==> config.mk <==
export PLATFORM = sky130hd
export DESIGN_NAME = mmio_bridge
export DESIGN_NICKNAME = d
export VERILOG_FILES = /design/src/rtl/mmio_bridge.sv
export SDC_FILE = /design/constraint.sdc
export NUM_CORES = 1
export LEC_CHECK = 0
export CAP_MARGIN = 10
export CORE_MARGIN = 2
export CORE_UTILIZATION = 56
export CTS_CLUSTER_SIZE = 24
export DETAILED_ROUTE_END_ITERATION = 7
export PLACE_DENSITY = 0.9
export SETUP_SLACK_MARGIN = 0.2
export SKIP_CTS_REPAIR_TIMING = 1
export SYNTH_ARGS = -nofsm -noshare
export SYNTH_HDL_FRONTEND = slang
export SYNTH_SLANG_ARGS = --single-unit
==> constraint.sdc <==
create_clock -name clk -period 7.19 [get_ports clk]
set_clock_uncertainty 0.2 [all_clocks]
set_input_delay 0.719 -clock clk [delete_from_list [all_inputs] [get_ports clk]]
set_output_delay 0.719 -clock clk [all_outputs]
set_load 0.005 [all_outputs]
==> src/rtl/mmio_bridge.sv <==
// Memory-mapped I/O bridge between the datapath data port, dmem, a console TX FIFO and a test-status register.
// Define MMIO_CYCLE_COUNTER_EN to map a free-running 64-bit cycle counter at CYCLE_ADDR / CYCLE_ADDR+4.

// fifo: generic synchronous FIFO with occupancy count.
// Latency: a pushed word appears on pop_dat the cycle after the push (no bypass).
// Backpressure: push_rdy drops when full; pop_dat reads 0 while empty.
module fifo #(
    parameter int W     = 32,
    parameter int DEPTH = 8
) (
    input  logic                       clk,
    input  logic                       reset,
    input  logic                       push_vld,
    output logic                       push_rdy,
    input  logic [W-1:0]               push_dat,
    output logic                       pop_vld,
    input  logic                       pop_rdy,
    output logic [W-1:0]               pop_dat,
    output logic [$clog2(DEPTH):0]     count
);
    localparam int AW = $clog2(DEPTH);
    localparam int CW = AW + 1;

    logic [W-1:0]  mem [DEPTH];
    logic [AW-1:0] wr_ptr;
    logic [AW-1:0] rd_ptr;
    logic          do_push;
    logic          do_pop;

    assign push_rdy = (count != CW'(DEPTH));
    assign pop_vld  = (count != '0);
    assign do_push  = push_vld & push_rdy;
    assign do_pop   = pop_vld & pop_rdy;
    assign pop_dat  = pop_vld ? mem[rd_ptr] : '0;

    always_ff @(posedge clk) begin
        if (do_push) begin
            mem[wr_ptr] <= push_dat;
        end
    end

    always_ff @(posedge clk) begin
        if (reset) begin
            wr_ptr <= '0;
            rd_ptr <= '0;
            count  <= '0;
        end else begin
            if (do_push) wr_ptr <= wr_ptr + 1'b1;
            if (do_pop)  rd_ptr <= rd_ptr + 1'b1;
            case ({do_push, do_pop})
                2'b10:   count <= count + 1'b1;
                2'b01:   count <= count - 1'b1;
                default: count <= count;
            endcase
        end
    end
endmodule

// mmio_bridge: exact-match address decode to dmem, console FIFO, test status (and optional cycle counter).
// Latency: combinational decode and read mux; console and status writes take effect next cycle.
// Backpressure: cpu_stall asserts combinationally on a console store while the FIFO is full.
module mmio_bridge #(
    parameter int              XLEN           = 32,
    parameter logic [XLEN-1:0] CONSOLE_ADDR   = XLEN'(32'h1000_0000),
    parameter logic [XLEN-1:0] TEST_STAT_ADDR = XLEN'(32'h2000_0000),
    parameter logic [XLEN-1:0] PASS_CODE      = XLEN'(123456789),
    parameter int              CONS_DEPTH     = 8
) (
    input  logic            clk,
    input  logic            reset,
    input  logic [XLEN-1:0] cpu_addr,
    input  logic [XLEN-1:0] cpu_wdata,
    input  logic            cpu_we,
    output logic [XLEN-1:0] cpu_rdata,
    output logic            cpu_stall,
    output logic [XLEN-1:0] mem_addr,
    output logic [XLEN-1:0] mem_wdata,
    output logic            mem_we,
    input  logic [XLEN-1:0] mem_rdata,
    output logic [XLEN-1:0] console_wdata,
    output logic            console_valid,
    input  logic            console_ready,
    output logic            test_passed,
    output logic            test_failed,
    output logic [XLEN-1:0] test_code
);
    localparam int CW = $clog2(CONS_DEPTH) + 1;

    logic          is_cons;
    logic          is_stat;
    logic          is_mmio;
    logic          cons_push;
    logic          cons_rdy;
    logic          cons_full;
    logic          cons_empty;
    logic [CW-1:0] cons_count;
    logic          stat_locked;

    assign is_cons = (cpu_addr == CONSOLE_ADDR);
    assign is_stat = (cpu_addr == TEST_STAT_ADDR);

`ifdef MMIO_CYCLE_COUNTER_EN
    localparam logic [XLEN-1:0] CYCLE_ADDR = XLEN'(32'h3000_0000);

    logic        is_cyc_lo;
    logic        is_cyc_hi;
    logic [63:0] cycle_cnt;

    assign is_cyc_lo = (cpu_addr == CYCLE_ADDR);
    assign is_cyc_hi = (cpu_addr == CYCLE_ADDR + XLEN'(4));
    assign is_mmio   = is_cons | is_stat | is_cyc_lo | is_cyc_hi;

    always_ff @(posedge clk) begin
        if (reset) cycle_cnt <= '0;
        else       cycle_cnt <= cycle_cnt + 64'd1;
    end
`else
    assign is_mmio = is_cons | is_stat;
`endif

    // A pop in the same cycle does not relieve a full FIFO; the stalled store retries next cycle.
    assign cons_full  = ~cons_rdy;
    assign cons_empty = ~console_valid;
    assign cpu_stall  = cpu_we & is_cons & cons_full;
    assign cons_push  = cpu_we & is_cons;

    assign mem_addr  = cpu_addr;
    assign mem_we    = cpu_we & ~is_mmio & ~cpu_stall;
    assign mem_wdata = mem_we ? cpu_wdata : '0;

    fifo #(
        .W     (XLEN),
        .DEPTH (CONS_DEPTH)
    ) u_cons_fifo (
        .clk      (clk),
        .reset    (reset),
        .push_vld (cons_push),
        .push_rdy (cons_rdy),
        .push_dat (cpu_wdata),
        .pop_vld  (console_valid),
        .pop_rdy  (console_ready),
        .pop_dat  (console_wdata),
        .count    (cons_count)
    );

    // First store wins; the flags are decided once and then frozen until reset.
    assign stat_locked = test_passed | test_failed;

    always_ff @(posedge clk) begin
        if (reset) begin
            test_passed <= 1'b0;
            test_failed <= 1'b0;
            test_code   <= '0;
        end else if (cpu_we && is_stat && !stat_locked) begin
            test_code   <= cpu_wdata;
            test_passed <= (cpu_wdata == PASS_CODE);
            test_failed <= (cpu_wdata != PASS_CODE);
        end
    end

    always_comb begin
        cpu_rdata = mem_rdata;
        if (is_cons) begin
            cpu_rdata = {{(XLEN-8-CW){1'b0}}, cons_count, 6'b0, cons_empty, cons_full};
        end else if (is_stat) begin
            cpu_rdata = {{(XLEN-2){1'b0}}, test_failed, test_passed};
        end
`ifdef MMIO_CYCLE_COUNTER_EN
        else if (is_cyc_lo) begin
            cpu_rdata = XLEN'(cycle_cnt[31:0]);
        end else if (is_cyc_hi) begin
            cpu_rdata = XLEN'(cycle_cnt[63:32]);
        end
`endif
    end
endmodule
==> results of run 1 <==
## power by group
group	switching [W]	internal [W]
combinational	0.0000844	0.000106
sequential	0.000000000000120	0.00190
clock	0.000638	0.000916
## area by class of cell
| type | instances | share of cell area (%) |
|---|---|---|
| antenna | 1 | 0.0151 |
| clock buffer | 44 | 5.51 |
| clock inverter | 10 | 0.497 |
| inverter | 3 | 0.0678 |
| multi-input combinational | 400 | 23.5 |
| sequential | 303 | 52.0 |
| tap | 285 | 2.15 |
| timing repair buffer | 274 | 16.3 |
## state kept, by name, indices dropped and copies added (netlist names), named ones only
| signal | cells |
|---|---|
| u_cons_fifo.mem | 256 |
| test_code | 32 |
| u_cons_fifo.count | 4 |
| u_cons_fifo.rd_ptr | 3 |
| u_cons_fifo.wr_ptr | 3 |
| test_failed | 1 |
| test_passed | 1 |
## cells by family after synthesis
family                     synth area share (%)
xor gates and xnor gates                  0.405
DFF                                        66.5
buffers and inverters                      4.01
adders and majority gates                 0.482
AOI/OAI and AO/OA                          5.15
and+or+nand+nor                            9.37
muxes                                      14.1
## critical path, stage by stage
cell	delay, ns
clkdlybuf4s50_1	0.42
nor4_1	0.44
nand4_1	0.15
buf_4	0.31
or3_2	0.93
and3_1	0.42
clkdlybuf4s50_1	0.49
## stage by stage
| stage | hold slack, ns | cells | power, W |
|---|---|---|---|
| CTS | 0.292 | 1319 | 0.00365 |
| floorplan | 0.260 | 800 | 0.00199 |
| detailed placement | 0.283 | 1265 | 0.00213 |
| global placement | 0.278 | 1265 | 0.00212 |
| global route | 0.302 | 1320 | 0.00372 |
| finish | 0.286 | 1320 | 0.00365 |
## cells in the final DEF (no fill, tap or decap), types with 3 or more instances in the layout
| master | n |
|---|---|
| clkbuf_8 | 7 |
| o31ai_2 | 28 |
| nand3_1 | 3 |
| mux2i_1 | 35 |
| clkinv_2 | 7 |
| nor2_1 | 44 |
| clkbuf_1 | 5 |
| edfxtp_1 | 256 |
| ha_1 | 5 |
| a22o_1 | 4 |
| dfxtp_1 | 44 |
| mux4_2 | 64 |
| o21ai_0 | 3 |
| nand2b_1 | 3 |
| nor2b_1 | 4 |
| buf_4 | 10 |
| nor4b_1 | 5 |
| and3_1 | 33 |
| clkbuf_16 | 32 |
| xor2_1 | 4 |
| inv_1 | 3 |
| clkdlybuf4s50_1 | 262 |
| and2_1 | 29 |
| o31ai_1 | 4 |
| nor4_1 | 10 |
| nor2_4 | 6 |
| nand4_1 | 38 |
| a21oi_1 | 38 |
| mux2_2 | 3 |
## path summary, 6_finish.rpt
kind / to / slack, ns / depth (start not counted)
setup / recovery: mem_wdata[3] / 2.36 / 7
hold / removal: test_code[3]$_SDFFE_PP0P_ / 0.29 / 2
setup reg to reg: u_cons_fifo.count[2]$_SDFFE_PP0P_ / 3.91 / 10
hold reg to reg: test_code[3]$_SDFFE_PP0P_ / 0.29 / 2
## metal layers
layer	share of wire [%]	wire, µm	up-vias
li1	-	-	3581
met4	3.1	1090	0
met1	36	12700	4234
met3	8.1	2850	62
met2	53	18500	533
met5	0	0	-
==> results.md, run 1 <==
- Status: completed
- FF/Latch Area: ~8600 µm²
- RSZ-0062 raised after global routing: no
- IO Port Bufs: approximately 260
- Final antenna-violating net count: 0
- Main synth FF type: edfxtp_1
- Largest cells by area after synthesis: edfxtp_1 (59%), mux4_2 (11%), dfxtp_1 (7.3%), mux2i_1 (2.7%), o31ai_2 (2.7%)
- Yosys top cell area share: between 50% and 60%
- R2R Path Start: u_cons_fifo.count[0]$_SDFFE_PP0P_
- Vias per cell: 6.37
- GR peak layer: met2
- Max-Cap Viols: 0
- Final Net Count: 1116
- CTS tree: built
- Final period utilization: around two thirds
- GRT overflow: 0
- Number of flops mapped to enable cells by yosys: 256
- Final hold vios: 0
- Met1 GRT Util: 35.7%
- Residual DRC: 0
- Post-route cell area: around 17000 µm²
- Cell taking the most area after synthesis: edfxtp_1
- First-pass GRT wire length: 51900 µm
- H-tree depth: 1
- Via count: 8410
- Slew headroom: 16.9%
- First-pass DRT Iterations: 5
- Worst-skew pair later-pin latency: 0.55 ns
- Synth Cell Area: between 10000 and 15000 µm²
- Leak Pwr: roughly 5.2 nW
- Worst min-delay path category: reg2reg
- Most frequent cell after synthesis: edfxtp_1
- Clock Sink Count: 303
- Starting Density: a little under three fifths
- Seq cells post-synth: 303
- GP Congestion: ~0.78
- Setup WS post-layout: 2.36 ns
- Reg clk slew, reported paths: 0.06 ns
- Yosys warns: 0
- Critical Path Source: cpu_addr[3]
- Die area: roughly 24000 µm²
- Io pins: 265
- P&R area growth vs syn: 28.1%
- Number of DRC markers in iteration 0: 1025
- Ys async rst share: 0%
- CP startpoint kind: primary input
- Max-slew violation count: 0
- Dpl ws: 2.40 ns
- CP arrival: 3.91 ns
- Max Root-Sink Buffers: 3
- Root Driver: clkbuf_16
- Crit path required time: 6.27 ns
- Met3 Use GR: 5.19%
- Post-Syn Instances: 800
- Die H: 156 µm
- Placeable core area: roughly 23000 µm²
- Die width: around 160 µm
- Largest net degree at the start of global routing: 65
- Multi-input logic area: 3900 µm²
- Final core occ: 73.2%
- Kind of critical path: in2out
- Total Routed Length: 35200 µm
- Fin crit period: 4.83 ns
- Global-route usage over all layers: roughly 29%
- Max Fanout on Critical Path: 63
- DP Wirelength: 21600 µm
- Pwr dens: 219 nW/µm²
- Area post-placement: 15600 µm²
- VDD IR max: 0.139 mV
- Initial antenna violation count: 2
- Post-synthesis sequential area ratio: 66.5%
- Filler cells: 1362
- Max Freq: 0.207 GHz
- Setup TNS Final: 0 ns
- List of most frequent post-synthesis cells: edfxtp_1 (256), mux4_2 (64), nor2_1 (50)
- Avg Cell Area, Syn: 16.2 µm²
- Library cells used by synthesis: 48
- Vias in the first global route: ~8500
- Site Rows: 55
- Syn Nets: 905
- Layout cells sized above 1: 17.1%
- CP Capture Type: output port
- Final setup viols: 0
- M2 GR Usage: slightly above 50%
- Min-delay src: test_code[3]$_SDFFE_PP0P_
- DR WL/cell: 26.6 µm
- Slew at the pin closest to its max-slew limit: 1.25 ns
- Number of buffers created by CTS: 29
Power figures use the tool's default switching activity.
==> inputs of run 2 (changes only) <==
Settings changed: CORE_UTILIZATION 56 to 47, PLACE_DENSITY 0.9 to 0.81.
Clock period 7.19 ns to 4.3 ns, I/O delays scaled along.
==> results.md, run 2 (synthesized netlist as in run 1, its figures left out) <==
- Status: completed
- Max-Cap Viols: 0 (unchanged)
- Final hold vios: 0 (unchanged)
- Leak Pwr: 5.33 nW (+2.1%)
- Starting Density: 48.0% (-9.1 points)
- Slew at the pin closest to its max-slew limit: 1.14 ns (-0.107 ns)
- Die area: 28900 µm² (+19%)
- CP arrival: 3.19 ns (-0.72 ns)
- Via count: 8460 (+0.59%)
- DP Wirelength: 23100 µm (+7.1%)
- Flop pwr share: 52.7% (+0.6 points)
- Hold path endpoint: test_code[11]$_SDFFE_PP0P_
- Layout cells sized above 1: 18.3% (+1.2 points)
- R2R cell count: 10 (unchanged)
- Min-delay src: test_code[11]$_SDFFE_PP0P_
- Crit path required time: 3.67 ns (-2.60 ns)
- VDD IR max: 0.301 mV (+120%)
- Hold_ws: 0.268 ns (-0.0183 ns)
- Max FFs per register: 256 (unchanged)
- Kind of critical path: in2out
- Reg2reg end: u_cons_fifo.count[2]$_SDFFE_PP0P_
- IO Port Bufs: 264 (unchanged)
- Worst Hold Path Cells: 2 (unchanged)
- Placeable core area: 27000 µm² (+19%)
- Slew headroom: 23.7% (+6.8 points)
- Final period utilization: 88.9%
- Pwr dens: 356 nW/µm² (+62%)
- Residual DRC: 0 (unchanged)
- Fin crit period: between 3 and 4 ns
- CP startpoint kind: primary input
- Total Routed Length: 36100 µm (+2.8%)
- Initial antenna violation count: 1 (-1)
- Die H: 170 µm (+8.9%)
- Site Rows: 60 (+9.1%)
- Worst min-delay path category: reg2reg
- Final Net Count: 1142 (+2.3%)
- R2R Path Start: u_cons_fifo.count[3]$_SDFFE_PP0P_
- RSZ-0062 raised after global routing: no
- Die width: 170 µm (+8.9%)
- Top reg by flops: u_cons_fifo.mem
- First-pass GRT wire length: 53200 µm (+2.5%)
- First-pass DRT Iterations: 5 (unchanged)
- Max Root-Sink Buffers: 3 (unchanged)
- Worst-skew pair later-pin latency: 0.53 ns (-0.02 ns)
- Non-filler cells, final: 1402 (+6.2%)
- Power, Total: 0.00603 W (+65%)
- DR WL/cell: 25.8 µm (-3.2%)
- Vias per cell: 6.03 (-5.3%)
- Internal power: 0.00484 W (+66%)
- GRT overflow: 0 (unchanged)
- H-tree depth: 1 (unchanged)
- Io pins: 265 (unchanged)
- Max-slew violation count: 0 (unchanged)
- Final setup viols: 0 (unchanged)
- Net Sw Frac: 19.8% (-0.059 points)
- Most common cell after layout, fill and taps aside: clkdlybuf4s50_1
- Dpl cells: 1347 (+6.5%)
- CP Capture Type: output port
- P&R area growth vs syn: 30.5%
- Filler cells: 1878 (+38%)
- Commonest cells after routing, fill and taps aside: clkdlybuf4s50_1 (262), edfxtp_1 (256), mux4_2 (64)
- GP Congestion: 0.789 (+1.1%)
- Max Fanout on Critical Path: 63 (unchanged)
- Net switching power: 0.00119 W (+65%)
- Clock Sink Count: 303 (unchanged)
- Largest net degree at the start of global routing: 64 (-1.5%)
- Reg clk slew, reported paths: 0.06 ns (about the same)
- Root Driver: clkbuf_16
- Global-route usage over all layers: 24.8% (-3.9 points)
- Final core occ: 62.6% (-11 points)
- Flop-to-flop setup slack: 1.10 ns (-2.81 ns)
- Top flop regs: u_cons_fifo.mem x256, test_code x32, u_cons_fifo.count x4
- Power share of the clock group: 41.9% (-0.7 points)
- Number of DRC markers in iteration 0: 683 (-33%)
- Max Freq: 0.262 GHz
- Number of buffers created by CTS: 29 (unchanged)
- CTS tree: built
- Final antenna-violating net count: 0 (unchanged)
- Setup TNS Final: 0 ns (unchanged)
- Comb power frac: 5.4% (+0.2 points)
- Vias in the first global route: 8841 (+3.9%)
run 2: per-stage QoR:
step / cell area (µm²) / setup WS [ns]
floorplan: 13000 / 0.456
global placement: 16000 / 0.407
detailed placement: 16000 / 0.381
CTS: 16900 / 0.475
global route: 16900 / 0.354
finish: 16900 / 0.477
run 2: area by class of cell:
cell class / count / area [µm²] / area share, %
Antenna cell: 1 / 2.50 / 0.0148
Clock inverter: 17 / 190 / 1.12
Multi-Input combinational cell: 400 / 3920 / 23.1
Sequential cell: 303 / 8630 / 51.0
Tap cell: 341 / 427 / 2.52
Inverter: 3 / 11.3 / 0.0665
Timing Repair Buffer: 300 / 2990 / 17.7
Clock buffer: 37 / 756 / 4.46
run 2: worst max path at each step:
stage	endpoint	slack [ns]	cells after the start	startpoint
after floorplan	u_cons_fifo.mem[7][0]$_DFFE_PP_	0.46	5	cpu_addr[0]
after global placement	u_cons_fifo.mem[5][9]$_DFFE_PP_	0.41	8	cpu_addr[3]
after detailed placement	u_cons_fifo.mem[3][29]$_DFFE_PP_	0.38	8	cpu_addr[3]
after CTS	cpu_rdata[11]	0.48	8	cpu_addr[3]
after global routing	cpu_rdata[8]	0.35	8	cpu_addr[3]
final	cpu_rdata[11]	0.48	7	cpu_addr[24]
run 2: routing by layer:
metal | vias up | GRT usage [%] | wire length, µm
met2 | 497 | 44.5 | 18900
li1 | 3637 | - | -
met3 | 74 | 4.72 | 3000
met4 | 0 | 8.66 | 1130
met1 | 4252 | 30.0 | 13100
met5 | - | 0 | 0
run 2: power groups by stage:
stage | clock network [W] | logic, W | registers (W)
after floorplan | 0 | 0.0000817 | 0.00324
after global placement | 0 | 0.000319 | 0.00324
after detailed placement | 0 | 0.000323 | 0.00324
after CTS | 0.00256 | 0.000325 | 0.00318
after global routing | 0.00265 | 0.000344 | 0.00318
final | 0.00253 | 0.000324 | 0.00318
run 2: worst max-delay path: stages:
cell and delay (ns):
clkdlybuf4s50_1 0.52, nor4_1 0.58, nand4_1 0.19, or3_2 0.52, buf_12 0.21, a22o_1 0.26, clkdlybuf4s50_1 0.46
==> inputs of run 3 (changes only) <==
Settings changed: ABC_AREA from default to 0, PLACE_DENSITY 0.81 to default, PLACE_DENSITY_LB_ADDON from default to 0.15.
==> results.md, run 3 (synthesized netlist as in run 1, its figures left out) <==
- Max FFs per register: 256 (unchanged)
- Vias per cell: 5.81 (-3.8%)
- Number of buffers created by CTS: 29 (unchanged)
- Non-filler cells, final: 1400 (-0.14%)
- Final Net Count: 1140 (-0.18%)
- Top flop regs: u_cons_fifo.mem x256, test_code x32, u_cons_fifo.count x4
- Reg clk slew, reported paths: 0.06 ns (about the same)
- GRT overflow: 0 (unchanged)
- Die width: 170 µm (unchanged)
- DP Wirelength: 21700 µm (-6.3%)
- CP arrival: 3.19 ns (about the same)
- FF/Latch Area: 8630 µm² (unchanged)
- Dpl ws: 0.259 ns (-0.123 ns)
- Global-route usage over all layers: 23.2% (-1.6 points)
- Final period utilization: 88.9% (about the same)
- VDD IR max: 0.278 mV (-7.9%)
- CP startpoint kind: primary input
- Max-Cap Viols: 0 (unchanged)
- Top reg by flops: u_cons_fifo.mem
- Max-slew violation count: 0 (unchanged)
- Largest net degree at the start of global routing: 51 (-20%)
- Slew at the pin closest to its max-slew limit: 1.03 ns (-0.112 ns)
- Max Root-Sink Buffers: 3 (unchanged)
- Multi-input logic area: 3910 µm² (about the same)
- Hold_ws: 0.269 ns (+0.00136 ns)
- Root Driver: clkbuf_16
- Fin crit period: 3.82 ns (-0.00113 ns)
- Commonest cells after routing, fill and taps aside: clkdlybuf4s50_1 (262), edfxtp_1 (256), mux4_2 (64)
- Die area: 28900 µm² (unchanged)
- Power, Total: 0.00604 W (+0.14%)
- Crit path required time: 3.67 ns (about the same)
- Most common cell after layout, fill and taps aside: clkdlybuf4s50_1
- Final setup viols: 0 (unchanged)
- Dpl cells: 1345 (-0.15%)
- Initial antenna violation count: 2 (+1)
- Clock Sink Count: 303 (unchanged)
- CP Capture Type: output port
- Final antenna-violating net count: 0 (unchanged)
- First-pass DRT Iterations: 5 (unchanged)
- P&R area growth vs syn: 30.7%
- Max Freq: 0.262 GHz (about the same)
- Filler cells: 2000 (+6.5%)
- H-tree depth: 1 (unchanged)
- GP Congestion: 0.768 (-2.7%)
- IO Port Bufs: 264 (unchanged)
- RSZ-0062 raised after global routing: no
- Placeable core area: 27000 µm² (unchanged)
- First-pass GRT wire length: 50200 µm (-5.7%)
- Final hold vios: 0 (unchanged)
- CTS tree: built
- Slew headroom: 31.5% (+7.7 points)
- Worst min-delay path category: reg2reg
- Pwr dens: 356 nW/µm² (about the same)
- Leak Pwr: 5.35 nW (+0.24%)
- Number of DRC markers in iteration 0: 590 (-14%)
- Residual DRC: 0 (unchanged)
- Site Rows: 60 (unchanged)
- Worst-skew pair later-pin latency: 0.54 ns (about the same)
- Setup WS post-layout: 0.478 ns (+0.00113 ns)
- Io pins: 265 (unchanged)
- Vias in the first global route: 8494 (-3.9%)
- Max Fanout on Critical Path: 41 (-35%)
- Layout cells sized above 1: 18.6% (+0.32 points)
- DR WL/cell: 23.9 µm (-7.2%)
- Setup TNS Final: 0 ns (unchanged)
- Kind of critical path: in2out
- Via count: 8128 (-3.9%)
- Die H: 170 µm (unchanged)
- Starting Density: 48.0% (unchanged)
- Flop-to-flop setup slack: 1.53 ns (+0.43 ns)
- Status: completed
- Total Routed Length: 33500 µm (-7.3%)
## run 3: worst paths after layout
kind	cells past startpoint	end	from
setup reg to reg	10	u_cons_fifo.count[2]$_SDFFE_PP0P_	u_cons_fifo.count[1]$_SDFFE_PP0P_
hold / removal	2	test_code[28]$_SDFFE_PP0P_	test_code[28]$_SDFFE_PP0P_
hold reg to reg	2	test_code[28]$_SDFFE_PP0P_	test_code[28]$_SDFFE_PP0P_
setup / recovery	7	mem_wdata[15]	cpu_addr[24]
## run 3: layout make-up
type / count / area share [%]
flip-flops and latches: 303 / 50.9
multi-input cells: 400 / 23.1
repair buffers: 298 / 17.7
clock buffers: 41 / 4.97
well taps: 341 / 2.52
clock inverters: 13 / 0.723
inverters: 3 / 0.0664
diodes: 1 / 0.0148
## run 3: worst max-delay path, stage by stage
cell and delay, ns:
clkdlybuf4s50_1 0.47, nor4_1 0.48, nand4_1 0.18, or3_2 0.71, buf_12 0.26, and3_1 0.20, clkdlybuf4s50_1 0.45
## run 3: where the power goes
part               switching [W]  total [W]  leakage, nW  internal [W]
combinational           0.000141   0.000322         2.19      0.000180
clock                    0.00105    0.00254        0.476       0.00149
sequential     0.000000000000168    0.00318         2.68       0.00318
total                    0.00119    0.00604         5.35       0.00485
## run 3: per-layer routing
metal  up-vias  routed length, µm  track usage, %
met1      4109              13300            29.4
li1       3627                  -               -
met5         -                  0               0
met3        46               2460            4.40
met4         0                732            6.13
met2       346              17000            41.0
## run 3: metrics by stage
step | utilization [%] | cell area (µm²)
detailed placement | 59.2 | 16000
global placement | 59.2 | 16000
global route | 62.7 | 17000
floorplan | - | 13000
CTS | 62.7 | 17000
finish | 62.7 | 17000
